File: config.mk
export PLATFORM = sky130hd
export DESIGN_NAME = lfsr_num_display
export DESIGN_NICKNAME = d
export VERILOG_FILES = /design/src/rtl/lfsr_num_display_pkg.sv /design/src/rtl/lfsr_num_display_hex7seg.sv /design/src/rtl/lfsr_num_display.sv
export SDC_FILE = /design/constraint.sdc
export NUM_CORES = 1
export LEC_CHECK = 0
export BUFFER_PORTS_ARGS = -buffer_cell sky130_fd_sc_hd__clkbuf_2
export CAP_MARGIN = 10
export CORE_MARGIN = 2
export CORE_UTILIZATION = 62
export CTS_CLUSTER_SIZE = 28
export DETAILED_ROUTE_END_ITERATION = 16
export PLACE_DENSITY = 0.84
export SETUP_SLACK_MARGIN = 0.2
export SLEW_MARGIN = 5
export SYNTH_ARGS = -nofsm -noshare
export SYNTH_HDL_FRONTEND = slang
export SYNTH_HIERARCHICAL = 1
export SYNTH_SLANG_ARGS = --single-unit
export TNS_END_PERCENT = 50
File: constraint.sdc
create_clock -name clk -period 3.6 [get_ports clk]
set_input_delay 0.54 -clock clk [delete_from_list [all_inputs] [get_ports clk]]
set_output_delay 0.54 -clock clk [all_outputs]
set_load 0.01 [all_outputs]
File: src/rtl/lfsr_num_display_pkg.sv
// Shared types and helpers for the LFSR number display: FSM states, segment
// patterns and a single double-dabble step.
`default_nettype none

package lfsr_num_display_pkg;

    typedef enum logic [1:0] {
        ST_IDLE  = 2'd0,
        ST_SHIFT = 2'd1,
        ST_LOAD  = 2'd2
    } state_t;

    localparam logic [7:0] SEG_BLANK = 8'hFF;

    // Active-low {a,b,c,d,e,f,g,dp}; dp is always off.
    localparam logic [7:0] SEG_0 = 8'h03;
    localparam logic [7:0] SEG_1 = 8'h9F;
    localparam logic [7:0] SEG_2 = 8'h25;
    localparam logic [7:0] SEG_3 = 8'h0D;
    localparam logic [7:0] SEG_4 = 8'h99;
    localparam logic [7:0] SEG_5 = 8'h49;
    localparam logic [7:0] SEG_6 = 8'h41;
    localparam logic [7:0] SEG_7 = 8'h1F;
    localparam logic [7:0] SEG_8 = 8'h01;
    localparam logic [7:0] SEG_9 = 8'h09;
    localparam logic [7:0] SEG_A = 8'h11;
    localparam logic [7:0] SEG_B = 8'hC1;
    localparam logic [7:0] SEG_C = 8'h63;
    localparam logic [7:0] SEG_D = 8'h85;
    localparam logic [7:0] SEG_E = 8'h61;
    localparam logic [7:0] SEG_F = 8'h71;

    function automatic logic [7:0] seg_decode(input logic [3:0] nibble);
        logic [7:0] pat;
        case (nibble)
            4'h0: pat = SEG_0;
            4'h1: pat = SEG_1;
            4'h2: pat = SEG_2;
            4'h3: pat = SEG_3;
            4'h4: pat = SEG_4;
            4'h5: pat = SEG_5;
            4'h6: pat = SEG_6;
            4'h7: pat = SEG_7;
            4'h8: pat = SEG_8;
            4'h9: pat = SEG_9;
            4'hA: pat = SEG_A;
            4'hB: pat = SEG_B;
            4'hC: pat = SEG_C;
            4'hD: pat = SEG_D;
            4'hE: pat = SEG_E;
            default: pat = SEG_F;
        endcase
        return pat;
    endfunction

    // Register layout: {hundreds[19:16], tens[15:12], ones[11:8], binary[7:0]}.
    // Add-3 precedes the shift, so no nibble can ever exceed 9 afterwards.
    function automatic logic [19:0] dabble_step(input logic [19:0] r);
        logic [19:0] a;
        a = r;
        for (int i = 0; i < 3; i++) begin
            if (a[8 + 4*i +: 4] >= 4'd5) begin
                a[8 + 4*i +: 4] = a[8 + 4*i +: 4] + 4'd3;
            end
        end
        return {a[18:0], 1'b0};
    endfunction

endpackage

`default_nettype wire

File: src/rtl/lfsr_num_display_hex7seg.sv
// Combinational nibble to active-low 7-segment pattern decoder.
`default_nettype none

module lfsr_num_display_hex7seg
    import lfsr_num_display_pkg::*;
(
    input  logic [3:0] nibble,
    output logic [7:0] seg
);

    always_comb begin
        seg = seg_decode(nibble);
    end

endmodule

`default_nettype wire

File: src/rtl/lfsr_num_display.sv
// Watches the shifter value, converts each new value to BCD with a sequential
// double-dabble and drives three registered active-low 7-segment digits.
`default_nettype none

module lfsr_num_display
    import lfsr_num_display_pkg::*;
#(
    parameter int SHIFT_CYC = 8,
    parameter bit BLANK_LZ  = 1'b1
) (
    input  logic        clk,
    input  logic        rst,
    input  logic [7:0]  i_num,
    input  logic        hex_mode,
    output logic [11:0] bcd,
    output logic [7:0]  seg0,
    output logic [7:0]  seg1,
    output logic [7:0]  seg2,
    output logic        busy,
    output logic        done
);

    state_t      state;
    state_t      state_next;
    logic [7:0]  last_num;
    logic        last_mode;
    logic        pending;
    logic [3:0]  cnt;
    logic [19:0] sreg;

    logic        changed;
    logic        capture;
    logic        shift_en;
    logic        load_en;

    logic [3:0]  hund;
    logic [3:0]  tens;
    logic [3:0]  ones;
    logic [3:0]  dig1;
    logic [3:0]  dig0;
    logic [7:0]  dec2;
    logic [7:0]  dec1;
    logic [7:0]  dec0;
    logic [7:0]  seg2_next;
    logic [7:0]  seg1_next;

    assign changed = (i_num != last_num) || (hex_mode != last_mode);

    always_comb begin
        state_next = state;
        capture    = 1'b0;
        shift_en   = 1'b0;
        load_en    = 1'b0;
        case (state)
            ST_IDLE: begin
                if (changed || pending) begin
                    capture    = 1'b1;
                    state_next = ST_SHIFT;
                end
            end
            ST_SHIFT: begin
                shift_en = 1'b1;
                if (cnt == 4'(SHIFT_CYC - 1)) begin
                    state_next = ST_LOAD;
                end
            end
            ST_LOAD: begin
                load_en    = 1'b1;
                state_next = ST_IDLE;
            end
            default: state_next = ST_IDLE;
        endcase
    end

    always_ff @(posedge clk) begin
        if (!rst) begin
            state <= ST_IDLE;
        end else begin
            state <= state_next;
        end
    end

    assign hund = sreg[19:16];
    assign tens = sreg[15:12];
    assign ones = sreg[11:8];
    assign dig1 = last_mode ? last_num[7:4] : tens;
    assign dig0 = last_mode ? last_num[3:0] : ones;

    lfsr_num_display_hex7seg u_dig2 (.nibble(hund), .seg(dec2));
    lfsr_num_display_hex7seg u_dig1 (.nibble(dig1), .seg(dec1));
    lfsr_num_display_hex7seg u_dig0 (.nibble(dig0), .seg(dec0));

    always_comb begin
        seg2_next = dec2;
        seg1_next = dec1;
        if (last_mode || (BLANK_LZ && hund == 4'd0)) begin
            seg2_next = SEG_BLANK;
        end
        if (!last_mode && BLANK_LZ && hund == 4'd0 && tens == 4'd0) begin
            seg1_next = SEG_BLANK;
        end
    end

    always_ff @(posedge clk) begin
        if (!rst) begin
            last_num  <= 8'd0;
            last_mode <= 1'b0;
            pending   <= 1'b0;
            cnt       <= 4'd0;
            sreg      <= 20'd0;
            bcd       <= 12'd0;
            seg0      <= SEG_0;
            seg1      <= SEG_BLANK;
            seg2      <= SEG_BLANK;
            busy      <= 1'b0;
            done      <= 1'b0;
        end else begin
            done <= load_en;
            if (capture) begin
                last_num  <= i_num;
                last_mode <= hex_mode;
                sreg      <= {12'd0, i_num};
                cnt       <= 4'd0;
                busy      <= 1'b1;
                pending   <= 1'b0;
            end else if (state != ST_IDLE && changed) begin
                // Remember the change; the newest value is re-captured in IDLE.
                pending <= 1'b1;
            end
            if (shift_en) begin
                sreg <= dabble_step(sreg);
                cnt  <= cnt + 4'd1;
            end
            if (load_en) begin
                bcd  <= sreg[19:8];
                seg2 <= seg2_next;
                seg1 <= seg1_next;
                seg0 <= dec0;
                busy <= 1'b0;
            end
        end
    end

endmodule

`default_nettype wire
==> results of run 1 <==
-- final timing paths --
kind                          startpoint                     end  slack (ns)  cells after the start
setup / recovery  last_mode$_SDFFE_PN0N_    seg0[4]$_SDFFE_PN0P_        1.08                      6
hold / removal                  hex_mode  last_mode$_SDFFE_PN0N_        0.47                      3
setup reg to reg  last_mode$_SDFFE_PN0N_    seg0[4]$_SDFFE_PN0P_        1.08                      6
hold reg to reg      bcd[1]$_SDFFE_PN0P_     bcd[1]$_SDFFE_PN0P_        0.47                      2
-- cell families (layout without fill, tap and decap cells) --
| logic type | count (synthesis) | in the layout |
|---|---|---|
| xor gates and xnor gates | 15 | 15 |
| other | 3 | 3 |
| adders and majority gates | 30 | 30 |
| muxes | 21 | 21 |
| buffers and inverters | 49 | 84 |
| DFF | 74 | 74 |
| and+or+nand+nor | 112 | 112 |
| AOI/OAI and AO/OA | 128 | 128 |
-- power groups by stage --
stage	registers, W	clock network (W)	logic (W)
after global routing	0.000867	0.000604	0.000175
after detailed placement	0.000883	0	0.000154
after floorplan	0.000870	0	0.000131
final	0.000864	0.000573	0.000156
after CTS	0.000864	0.000582	0.000156
after global placement	0.000882	0	0.000149
-- layout make-up --
type / count / area [sq um] / area share
clock buffer: 12 / 155 / 0.0357
sequential: 74 / 1480 / 0.341
clock inverter: 3 / 15.0 / 0.00345
inverter: 18 / 67.6 / 0.0155
tap: 77 / 96.3 / 0.0222
multi-input combinational: 309 / 2270 / 0.522
timing repair buffer: 51 / 263 / 0.0604
-- cells in the mapped netlist (4+ instances only) --
master | n | area share
dfxtp_1 | 74 | 0.37
nand2_1 | 33 | 0.031
ha_1 | 30 | 0.094
o21ai_0 | 28 | 0.035
nor2_1 | 25 | 0.024
a22o_1 | 23 | 0.051
nand3_1 | 19 | 0.024
inv_1 | 18 | 0.017
o22a_1 | 18 | 0.040
a21oi_1 | 14 | 0.018
xnor2_1 | 14 | 0.031
clkbuf_1 | 12 | 0.011
a22oi_1 | 11 | 0.021
mux2i_1 | 11 | 0.028
mux2_2 | 8 | 0.023
nor2b_1 | 8 | 0.013
buf_2 | 7 | 0.0088
o2bb2ai_1 | 7 | 0.015
nand2b_1 | 6 | 0.0094
o22ai_1 | 5 | 0.0078
a31oi_1 | 4 | 0.0063
buf_1 | 4 | 0.0038
buf_4 | 4 | 0.0075
buf_6 | 4 | 0.011
nor3_1 | 4 | 0.0050
o21ai_1 | 4 | 0.0050
-- cells in the final DEF, fill, tap and decap left out, drive strengths merged, types with 11 or more instances in the layout --
cell type / n
mux2i: 11
nand2: 33
a22o: 23
xnor2: 15
o21ai: 32
nor2: 27
clkbuf: 60
dfxtp: 74
nand3: 19
a21oi: 15
ha: 30
a22oi: 11
inv: 18
o22a: 18
-- tightest hold or removal path, delay by kind of cell --
kind / cells / cell delay [ns]
and+or+nand+nor: 1 / 0.06
buffers and inverters: 1 / 0.12
AOI/OAI and AO/OA: 1 / 0.07
-- layer usage --
layer,vias to the layer above,GRT usage,wire [microns],share of wire
met5,-,0,0,0
met3,17,0.0354,327,0.039
met2,68,0.405,4000,0.48
met4,0,0.117,164,0.020
li1,1608,-,-,-
met1,1536,0.323,3830,0.46
-- state kept, by name (all words and copies together) (netlist names), 2 cells and up --
signal	flops
sreg	20
cnt	4
seg2	8
state	2
bcd	12
seg1	8
last_num	8
seg0	8
-- through the flow --
stage / total power [W] / utilization
CTS: 0.00160 / 0.693
global route: 0.00165 / 0.693
global placement: 0.00103 / 0.666
finish: 0.00159 / 0.693
floorplan: 0.00100 / -
detailed placement: 0.00104 / 0.666
==> results.py, run 1 <==
metrics = {
    "logic_synthesis": {
        "async_reset_ff_frac": 0,
        "netlist_area_sq_um": 3990,
        "synth_top_family_by_area": "compound AO/OA/AOI/OAI gates",
        "synth_cell_types": 52,
        "synth_compound_area_frac": 0.233,
        "ys.flop_type": "dfxtp_1",
        "synthCells": 432,
        "yosys.area_share.simple": 0.143,
        "syn_nets": 473,
        "synth_area_per_cell_sq_um": 9.23,
        "synth_xor_area_frac": 0.0348,
        "ys_ff_latch": 74,
        "synth_edf_count": 0,
        "synthMuxAreaShare": 0.0615,
        "ys_warn_count": 6,
        "synth_adder_area_share": 0.0941,
        "ys_seq_area_frac": 0.371,
    },
    "clock_network": {
        "root_buffer": "clkbuf_8",
        "cts_buffer_depth": 2,
        "htreeDepth": 3,
        "cts_tree": "yes",
        "post_cts_buffers": 0,
        "ctsHoldBuffers": 0,
        "clock_sinks": 74,
        "insertion_delay_ns": 0.35,
        "cts_buffers": 9,
        "cts_resized": 0,
        "clk_pin_slew_ns": 0.08,
    },
    "timing": {
        "slew_violations": 0,
        "period_needed_ns": 2.52,
        "fmax_mhz": 396,
        "tns_ns": 0,
        "setup_violations": 0,
        "setup_ws_ns": 1.08,
        "hold_ws_ns": 0.467,
        "maxSlewHeadroom": 0.401,
        "fin_crit_sh": 0.701,
        "skew_ns": 0.0113,
        "hold_viol": 0,
        "rsz0062_at_grt": "no",
        "worst_pin_slew_ns": 0.899,
    },
    "floorplanning": {
        "rows": 29,
        "initial_core_util": 0.635,
        "coreArea_sq_um": 6280,
        "dieArea_sq_um": 7090,
        "die_w_microns": 84.2,
        "dieHeight_microns": 84.2,
        "ios": 49,
    },
    "power": {
        "power_frac_clock": 0.360,
        "pwr-share-comb": 0.098,
        "power_density_nw_per_um2": 366,
        "ir_worst_vdd_uv": 223,
        "cell_internal_pwr_w": 0.00118,
        "p_leak_nw": 1.75,
        "netSwitchingFraction": 0.257,
        "pwr-share-seq": 0.543,
        "p_switching_w": 0.000409,
    },
    "critical_path": {
        "cpMostUsedCell": "inv_1",
        "slowest_delay_ns": 0.66,
        "critPathLaunchType": "register",
        "cp-end-kind": "register",
        "crit_family": "compound AO/OA/AOI/OAI gates",
        "crit_slowest_cell": "o21ai_0",
        "crit_path_max_fanout": 16,
        "path_cells": "o21ai_0 > inv_1 > ha_1 > inv_1 > mux4_2 > a22o_1",
        "crit_buf_inv": 2,
        "crit_arrival_ns": 2.77,
        "worstSetupPathType": "reg -> reg",
        "required_ns": 3.84,
    },
    "final_layout": {
        "fin_area_sq_um": 4350,
        "drive_gt1_frac": 0.188,
        "antenna_cells": 0,
        "instances_no_fill": 544,
        "area_growth_pct": 9.00,
        "fillers": 523,
        "nets": 504,
    },
    "routing": {
        "wire_per_inst_microns": 15.3,
        "first_pass_iters": 4,
        "drc": 0,
        "vias_per_cell": 5.94,
        "drt_iter0_drc": 163,
        "vias": 3229,
        "wirelength_microns": 8320,
        "route.antenna.remaining_nets": 0,
    },
    "grt": {
        "grt_max_degree": 37,
        "overflow": 0,
        "antenna_found_initial": 0,
        "grt_pass1_wl_microns": 14300,
        "grt_pass1_vias": 3035,
        "grt_usage": 0.248,
    },
    "placement": {
        "hpwl_microns": 5720,
        "place_area_sq_um": 4180,
        "dpl_worst_slack_ns": 1.09,
        "dpl.cell_count": 529,
        "place.gp.congestion": 0.875,
        "portBuffers": 48,
    },
    "hold_path": {
        "worstHoldPathType": "in -> reg",
    },
    "flow_run": {
        "max-cap-violations": 0,
    },
    "run_status": {
        "outcome": "finished clean",
    },
}
No activity file was read; power rests on OpenSTA's default activity.
==> run 2: changes to the inputs <==
- ABC_AREA: default -> 1
- CORE_UTILIZATION: 62 -> 52
- PLACE_DENSITY: 0.84 -> 0.75
- clock period: 3.6 -> 2.09 ns (I/O delays scaled with it)
==> run 2 against run 1 <==
Clock power is 140% higher. Sequential power is 71% higher. Sequential cell count stayed put. Non-clock buffer count rose by 15. Largest power group unchanged. Critical path depth rose by 2. Highest routed layer unchanged. Fmax increased by 48%. Synthesized area grew 1.2%. Register-to-register slack got worse by 0.70 ns. Cell count grew 37%.
==> results.py, run 2 <==
metrics = {
    "grt": {
        "top_usage_layer": "met2",
        "gr-usage-met2": 0.395,
        "grt_util_met3": 0.0419,
        "overflow": 0,
        "grt_pass1_wl_microns": 16000,
        "grt_pass1_vias": 3587,
        "met1_usage": 0.289,
        "antenna_found_initial": 0,
        "grt_usage": 0.230,
        "grt_max_degree": 31,
    },
    "final_layout": {
        "final_cell_mix": "nand2_1 (159), dfxtp_1 (73), inv_1 (59)",
        "drive_gt1_frac": 0.154,
        "top_regs": "sreg x20, bcd x12",
        "fillers": 711,
        "nets": 677,
        "multi_input_area_sq_um": 2160,
        "seqCellArea_sq_um": 1490,
        "max_flop_register": "sreg",
        "area_growth_pct": 15.2,
        "largest_reg_flops": 20,
        "final_common_cell": "nand2_1",
        "antenna_cells": 0,
    },
    "routing": {
        "wirelength_microns": 9320,
        "drt_iter0_drc": 176,
        "wire_per_inst_microns": 12.5,
        "route.antenna.remaining_nets": 0,
        "first_pass_iters": 4,
        "vias": 3836,
        "drc": 0,
        "vias_per_cell": 5.16,
    },
    "logic_synthesis": {
        "synth_common_cells": "nand2_1 (159), dfxtp_1 (74), inv_1 (59)",
        "synth_cell_types": 29,
        "ys_ff_latch": 74,
        "synth_area_leaders": "dfxtp_1 (37%), nand2_1 (15%), ha_1 (9.3%)",
        "ys_warn_count": 6,
        "async_reset_ff_frac": 0,
        "synthCells": 583,
        "ys.flop_type": "dfxtp_1",
        "syn_nets": 624,
        "ys_seq_area_frac": 0.367,
        "synth_most_common_cell": "nand2_1",
        "netlist_area_sq_um": 4040,
        "synthDominantCellAreaShare": 0.367,
        "synth_area_per_cell_sq_um": 6.92,
        "yosysTopAreaCell": "dfxtp_1",
        "synth_edf_count": 0,
    },
    "critical_path": {
        "path_cells": "inv_1 > o21ai_1 > inv_1 > ha_1 > nand2_1 > nand3_1 > nand2_1 > a22o_1",
        "crit_slowest_cell": "dfxtp_1",
        "slowest_delay_ns": 0.38,
        "worstSetupPathType": "reg -> reg",
        "critPathLaunchType": "register",
        "reg2reg_from": "sreg[8]$_SDFFE_PN0P_",
        "required_ns": 2.33,
        "crit_arrival_ns": 1.95,
        "reg2regPathDepth": 8,
        "startpoint": "sreg[8]$_SDFFE_PN0P_",
        "rr_endpoint": "seg0[4]$_SDFFE_PN0P_",
        "worstSetupEndpoint": "seg0[4]$_SDFFE_PN0P_",
        "rrSetupSlack_ns": 0.38,
        "crit_path_max_fanout": 5,
        "cp-end-kind": "register",
    },
    "clock_network": {
        "htreeDepth": 3,
        "clk_pin_slew_ns": 0.09,
        "insertion_delay_ns": 0.35,
        "root_buffer": "clkbuf_8",
        "clock_sinks": 74,
        "cts_buffer_depth": 2,
        "cts_buffers": 9,
        "cts_tree": "yes",
    },
    "timing": {
        "slew_violations": 0,
        "fin_crit_sh": 0.818,
        "maxSlewHeadroom": 0.432,
        "skew_ns": 0.0132,
        "tns_ns": 0,
        "period_needed_ns": 1.71,
        "hold_viol": 0,
        "rsz0062_at_grt": "no",
        "hold_ws_ns": 0.261,
        "worst_pin_slew_ns": 0.851,
        "fmax_mhz": 585,
        "setup_violations": 0,
    },
    "floorplanning": {
        "initial_core_util": 0.530,
        "rows": 32,
        "die_w_microns": 92.1,
        "dieHeight_microns": 92.1,
        "dieArea_sq_um": 8480,
        "coreArea_sq_um": 7610,
        "ios": 49,
    },
    "run_status": {
        "outcome": "finished clean",
    },
    "placement": {
        "hpwl_microns": 6550,
        "place.gp.congestion": 0.922,
        "portBuffers": 48,
    },
    "power": {
        "pwr-share-comb": 0.097,
        "p_leak_nw": 2.22,
        "p_switching_w": 0.000769,
        "power_density_nw_per_um2": 683,
        "power_frac_clock": 0.438,
        "pwr-share-seq": 0.465,
        "cell_internal_pwr_w": 0.00241,
        "netSwitchingFraction": 0.242,
        "ir_worst_vdd_uv": 417,
    },
    "flow_run": {
        "max-cap-violations": 0,
    },
    "hold_path": {
        "worstHoldPathType": "in -> reg",
    },
}
==> run 2: cell count changes in the layout (fill, tap and decap cells not counted), moves of 12 or more <==
cell and delta:
nand2_1 +126, inv_1 +41, nand3_1 +32, a21oi_1 +27
nor2_1 +25, a22o_1 -17, o22a_1 -16, buf_4 +15
xnor2_1 -13, nand4_1 +12
==> run 2: area by class of cell <==
class,instances,area share
well taps,102,0.0275
clock buffers,11,0.0326
clock inverters,5,0.0215
inverters,65,0.0525
multi-input cells,420,0.466
flip-flops and latches,74,0.320
repair buffers,66,0.0808
==> run 2: worst max-delay path: cells and delay by family, from the launching register on <==
family	cells	cell delay, ns
flops	1	0.38
buf+inv	2	0.28
simple gates	3	0.18
fa+ha+maj	1	0.32
compound gates	2	0.44
==> run 2: cell families (layout without fill, tap and decap cells) <==
logic type | count (synthesis) | count (layout) | synth area share
buffers and inverters | 89 | 147 | 0.0977
and+or+nand+nor | 280 | 280 | 0.290
DFF | 74 | 74 | 0.367
AOI/OAI and AO/OA | 106 | 106 | 0.147
other | 3 | 3 | 0.00279
adders and majority gates | 30 | 30 | 0.0930
xor gates and xnor gates | 1 | 1 | 0.00217
==> run 2: power groups by stage <==
stage	Combinational (W)	Sequential, W	Clock, W
4_1_cts	0.000304	0.00148	0.00141
6_report	0.000309	0.00148	0.00139
5_1_grt	0.000351	0.00148	0.00147
2_1_floorplan	0.000232	0.00149	0
3_5_place_dp	0.000301	0.00151	0
3_3_place_gp	0.000294	0.00151	0
==> run 2: worst min path at each step <==
stage | from | endpoint | slack [ns] | depth (start not counted)
global route | hex_mode | last_mode$_SDFFE_PN0N_ | 0.27 | 3
CTS | i_num[4] | last_num[4]$_SDFFE_PN0N_ | 0.25 | 3
detailed placement | bcd[11]$_SDFFE_PN0P_ | bcd[11]$_SDFFE_PN0P_ | 0.44 | 2
floorplan | sreg[7]$_SDFFE_PN0P_ | sreg[8]$_SDFFE_PN0P_ | 0.43 | 2
global placement | bcd[9]$_SDFFE_PN0P_ | bcd[9]$_SDFFE_PN0P_ | 0.44 | 2
finish | i_num[4] | last_num[4]$_SDFFE_PN0N_ | 0.26 | 3
==> run 2: through the flow <==
| stage | setup WS [ns] | util | instance area, sq um | instances | total power, W |
|---|---|---|---|---|---|
| final | 0.381 | 0.611 | 4650 | 743 | 0.00318 |
| after global routing | 0.209 | 0.611 | 4650 | 743 | 0.00330 |
| after CTS | 0.206 | 0.609 | 4630 | 742 | 0.00319 |
| after detailed placement | 0.0788 | 0.576 | 4380 | 726 | 0.00181 |
| after global placement | 0.167 | 0.576 | 4380 | 726 | 0.00180 |
| after floorplan | 0.262 | - | 4040 | 583 | 0.00173 |
==> run 2: per-layer routing <==
metal  routed length [microns]  vias up
li1                          -     1986
met1                      4360     1757
met2                      4410       84
met3                       469        9
met4                        85        0
met5                         0        -
==> run 2: repair_timing <==
| item | CTS | global route |
|---|---|---|
| buffers inserted | 0 | 1 |
| resized for setup | 1 | 7 |
| hold buffers | 0 | 0 |
| pin swaps | 0 | 1 |
| setup endpoints to repair | 17 | 27 |
==> run 3: changes to the inputs <==
- CORE_UTILIZATION: 52 -> 58
- PLACE_DENSITY: 0.75 -> 0.8
- clock period: 2.09 -> 1.8 ns (I/O delays scaled with it)
==> run 3 against run 2 <==
Fmax up 5.2%. Cell count down 0.27%. First-iteration DRC count down 8.5%. Critical path depth up 3. Non-clock buffer count up 22. Worst hold slack worse by 0.029 ns. Clock power down 22%. Power up 3.2%. Global-route usage up 2.2 points. Via count up 5.9%. Combinational power up 54%. Core utilization up 12 points.
==> results.py, run 3 (synthesis gave the netlist of run 2 again) <==
metrics = {
    "critical_path": {
        "critPathLaunchType": "register",
        "crit_path_max_fanout": 8,
        "cpMostUsedCell": "nand2_2",
        "cp-end-kind": "register",
        "worstSetupPathType": "reg -> reg",
        "crit_family": "buffers and inverters",
        "slowest_delay_ns": 0.41,
        "required_ns": 2.07,
        "crit_buf_inv": 4,
        "path_cells": "buf_8 > inv_2 > nand2_2 > nand2_2 > nor2_2 > nand3_2 > o21bai_4 > buf_12 > buf_6 > nand2_1 > a21oi_1",
        "crit_arrival_ns": 1.90,
        "crit_slowest_cell": "dfxtp_4",
    },
    "floorplanning": {
        "coreArea_sq_um": 6760,
        "die_w_microns": 87.4,
        "ios": 49,
        "rows": 30,
        "initial_core_util": 0.597,
        "dieArea_sq_um": 7640,
        "dieHeight_microns": 87.4,
    },
    "routing": {
        "wirelength_microns": 9920,
        "wire_per_inst_microns": 13.4,
        "drt_iter0_drc": 161,
        "first_pass_iters": 5,
        "drc": 0,
        "vias_per_cell": 5.48,
        "route.antenna.remaining_nets": 0,
        "vias": 4064,
    },
    "grt": {
        "grt_usage": 0.252,
        "grt_pass1_vias": 3525,
        "overflow": 0,
        "grt_pass1_wl_microns": 15300,
        "grt_max_degree": 31,
        "antenna_found_initial": 0,
    },
    "placement": {
        "place.gp.congestion": 0.845,
        "portBuffers": 48,
        "hpwl_microns": 6740,
    },
    "clock_network": {
        "cts_buffers": 9,
        "cts_tree": "yes",
        "clock_sinks": 74,
        "htreeDepth": 3,
        "insertion_delay_ns": 0.35,
        "ctsHoldBuffers": 0,
        "cts_buffer_depth": 2,
        "clk_pin_slew_ns": 0.07,
        "root_buffer": "clkbuf_8",
    },
    "timing": {
        "fin_crit_sh": 0.902,
        "period_needed_ns": 1.62,
        "fmax_mhz": 616,
        "slew_violations": 0,
        "skew_ns": 0.00570,
        "hold_viol": 0,
        "setup_violations": 0,
        "tns_ns": 0,
        "hold_ws_ns": 0.232,
        "rsz0062_at_grt": "yes",
    },
    "power": {
        "power_frac_clock": 0.332,
        "cell_internal_pwr_w": 0.00239,
        "power_density_nw_per_um2": 663,
        "ir_worst_vdd_uv": 492,
        "netSwitchingFraction": 0.270,
        "pwr-share-comb": 0.145,
        "pwr-share-seq": 0.523,
        "p_leak_nw": 2.30,
        "p_switching_w": 0.000885,
    },
    "final_layout": {
        "final_common_cell": "nand2_1",
        "drive_gt1_frac": 0.250,
        "largest_reg_flops": 20,
        "top_regs": "sreg x20, bcd x12",
        "max_flop_register": "sreg",
        "fillers": 520,
        "nets": 699,
        "area_growth_pct": 22.5,
        "antenna_cells": 0,
        "final_cell_mix": "nand2_1 (149), dfxtp_1 (70), inv_1 (49), nor2_1 (49), clkbuf_2 (48)",
    },
    "hold_path": {
        "worstHoldPathType": "in -> reg",
    },
    "flow_run": {
        "max-cap-violations": 0,
    },
    "run_status": {
        "outcome": "finished clean",
    },
}
## run 3: cell count changes in the layout (fill, tap and decap cells not counted), moves of 5 or more
| cell | previous run | this run |
|---|---|---|
| a21oi_2 | 0 | 7 |
| inv_2 | 6 | 12 |
| buf_4 | 18 | 32 |
| nand2_2 | 0 | 9 |
| inv_1 | 59 | 49 |
| ha_1 | 30 | 21 |
| o21ai_1 | 9 | 15 |
| a21oi_1 | 41 | 34 |
| nand3_1 | 51 | 45 |
| nand3_2 | 1 | 6 |
| o21ai_0 | 39 | 29 |
| nand2_1 | 159 | 149 |
| ha_2 | 0 | 6 |
## run 3: cell type report
| type | instances | area, sq um | share of cell area |
|---|---|---|---|
| multi-input combinational | 420 | 2360 | 0.477 |
| clock buffer | 14 | 153 | 0.0309 |
| sequential | 74 | 1490 | 0.301 |
| tap | 80 | 100 | 0.0202 |
| timing repair buffer | 88 | 591 | 0.119 |
| inverter | 65 | 254 | 0.0514 |
## run 3: tightest hold or removal path, cell delays in order
cell and delay (ns):
clkbuf_2 0.12, o21ai_0 0.09, nor2_1 0.07
## run 3: power groups by stage
stage	Sequential, W	Combinational, W	Clock (W)
3_5_place_dp	0.00175	0.000361	0
6_report	0.00171	0.000475	0.00109
4_1_cts	0.00171	0.000371	0.00110
2_1_floorplan	0.00174	0.000281	0
5_1_grt	0.00172	0.000525	0.00119
3_3_place_gp	0.00175	0.000353	0
## run 3: repair_timing
action                                  CTS  global route
cloned                                    0             1
resized for setup                         4            72
pin swaps                                 0            27
buffers inserted                          2            14
endpoints found under the setup margin   45            50
## run 3: final timing paths
path	startpoint	endpoint	slack, ns	cells past startpoint
setup / recovery	last_mode$_SDFFE_PN0N_	last_num[6]$_SDFFE_PN0N_	0.18	11
hold / removal	hex_mode	last_mode$_SDFFE_PN0N_	0.23	3
setup reg to reg	last_mode$_SDFFE_PN0N_	last_num[6]$_SDFFE_PN0N_	0.18	11
hold reg to reg	bcd[11]$_SDFFE_PN0P_	bcd[11]$_SDFFE_PN0P_	0.47	2
## run 3: routing by layer
layer | up-vias | track usage | share of wire
met2 | 114 | 0.418 | 0.49
met1 | 1895 | 0.310 | 0.44
met4 | 0 | 0.113 | 0.019
met3 | 23 | 0.0569 | 0.047
li1 | 2032 | - | -
met5 | - | 0 | 0
## run 3: per-stage QoR
| step | instances | cell area, sq um | util | total power [W] | worst slack [ns] |
|---|---|---|---|---|---|
| finish | 741 | 4940 | 0.732 | 0.00328 | 0.176 |
| global route | 741 | 4940 | 0.732 | 0.00343 | 0.0548 |
| CTS | 726 | 4620 | 0.683 | 0.00319 | 0.165 |
| detailed placement | 710 | 4440 | 0.657 | 0.00211 | 0.0738 |
| global placement | 710 | 4440 | 0.657 | 0.00210 | 0.151 |
| floorplan | 583 | 4080 | - | 0.00202 | 0.197 |
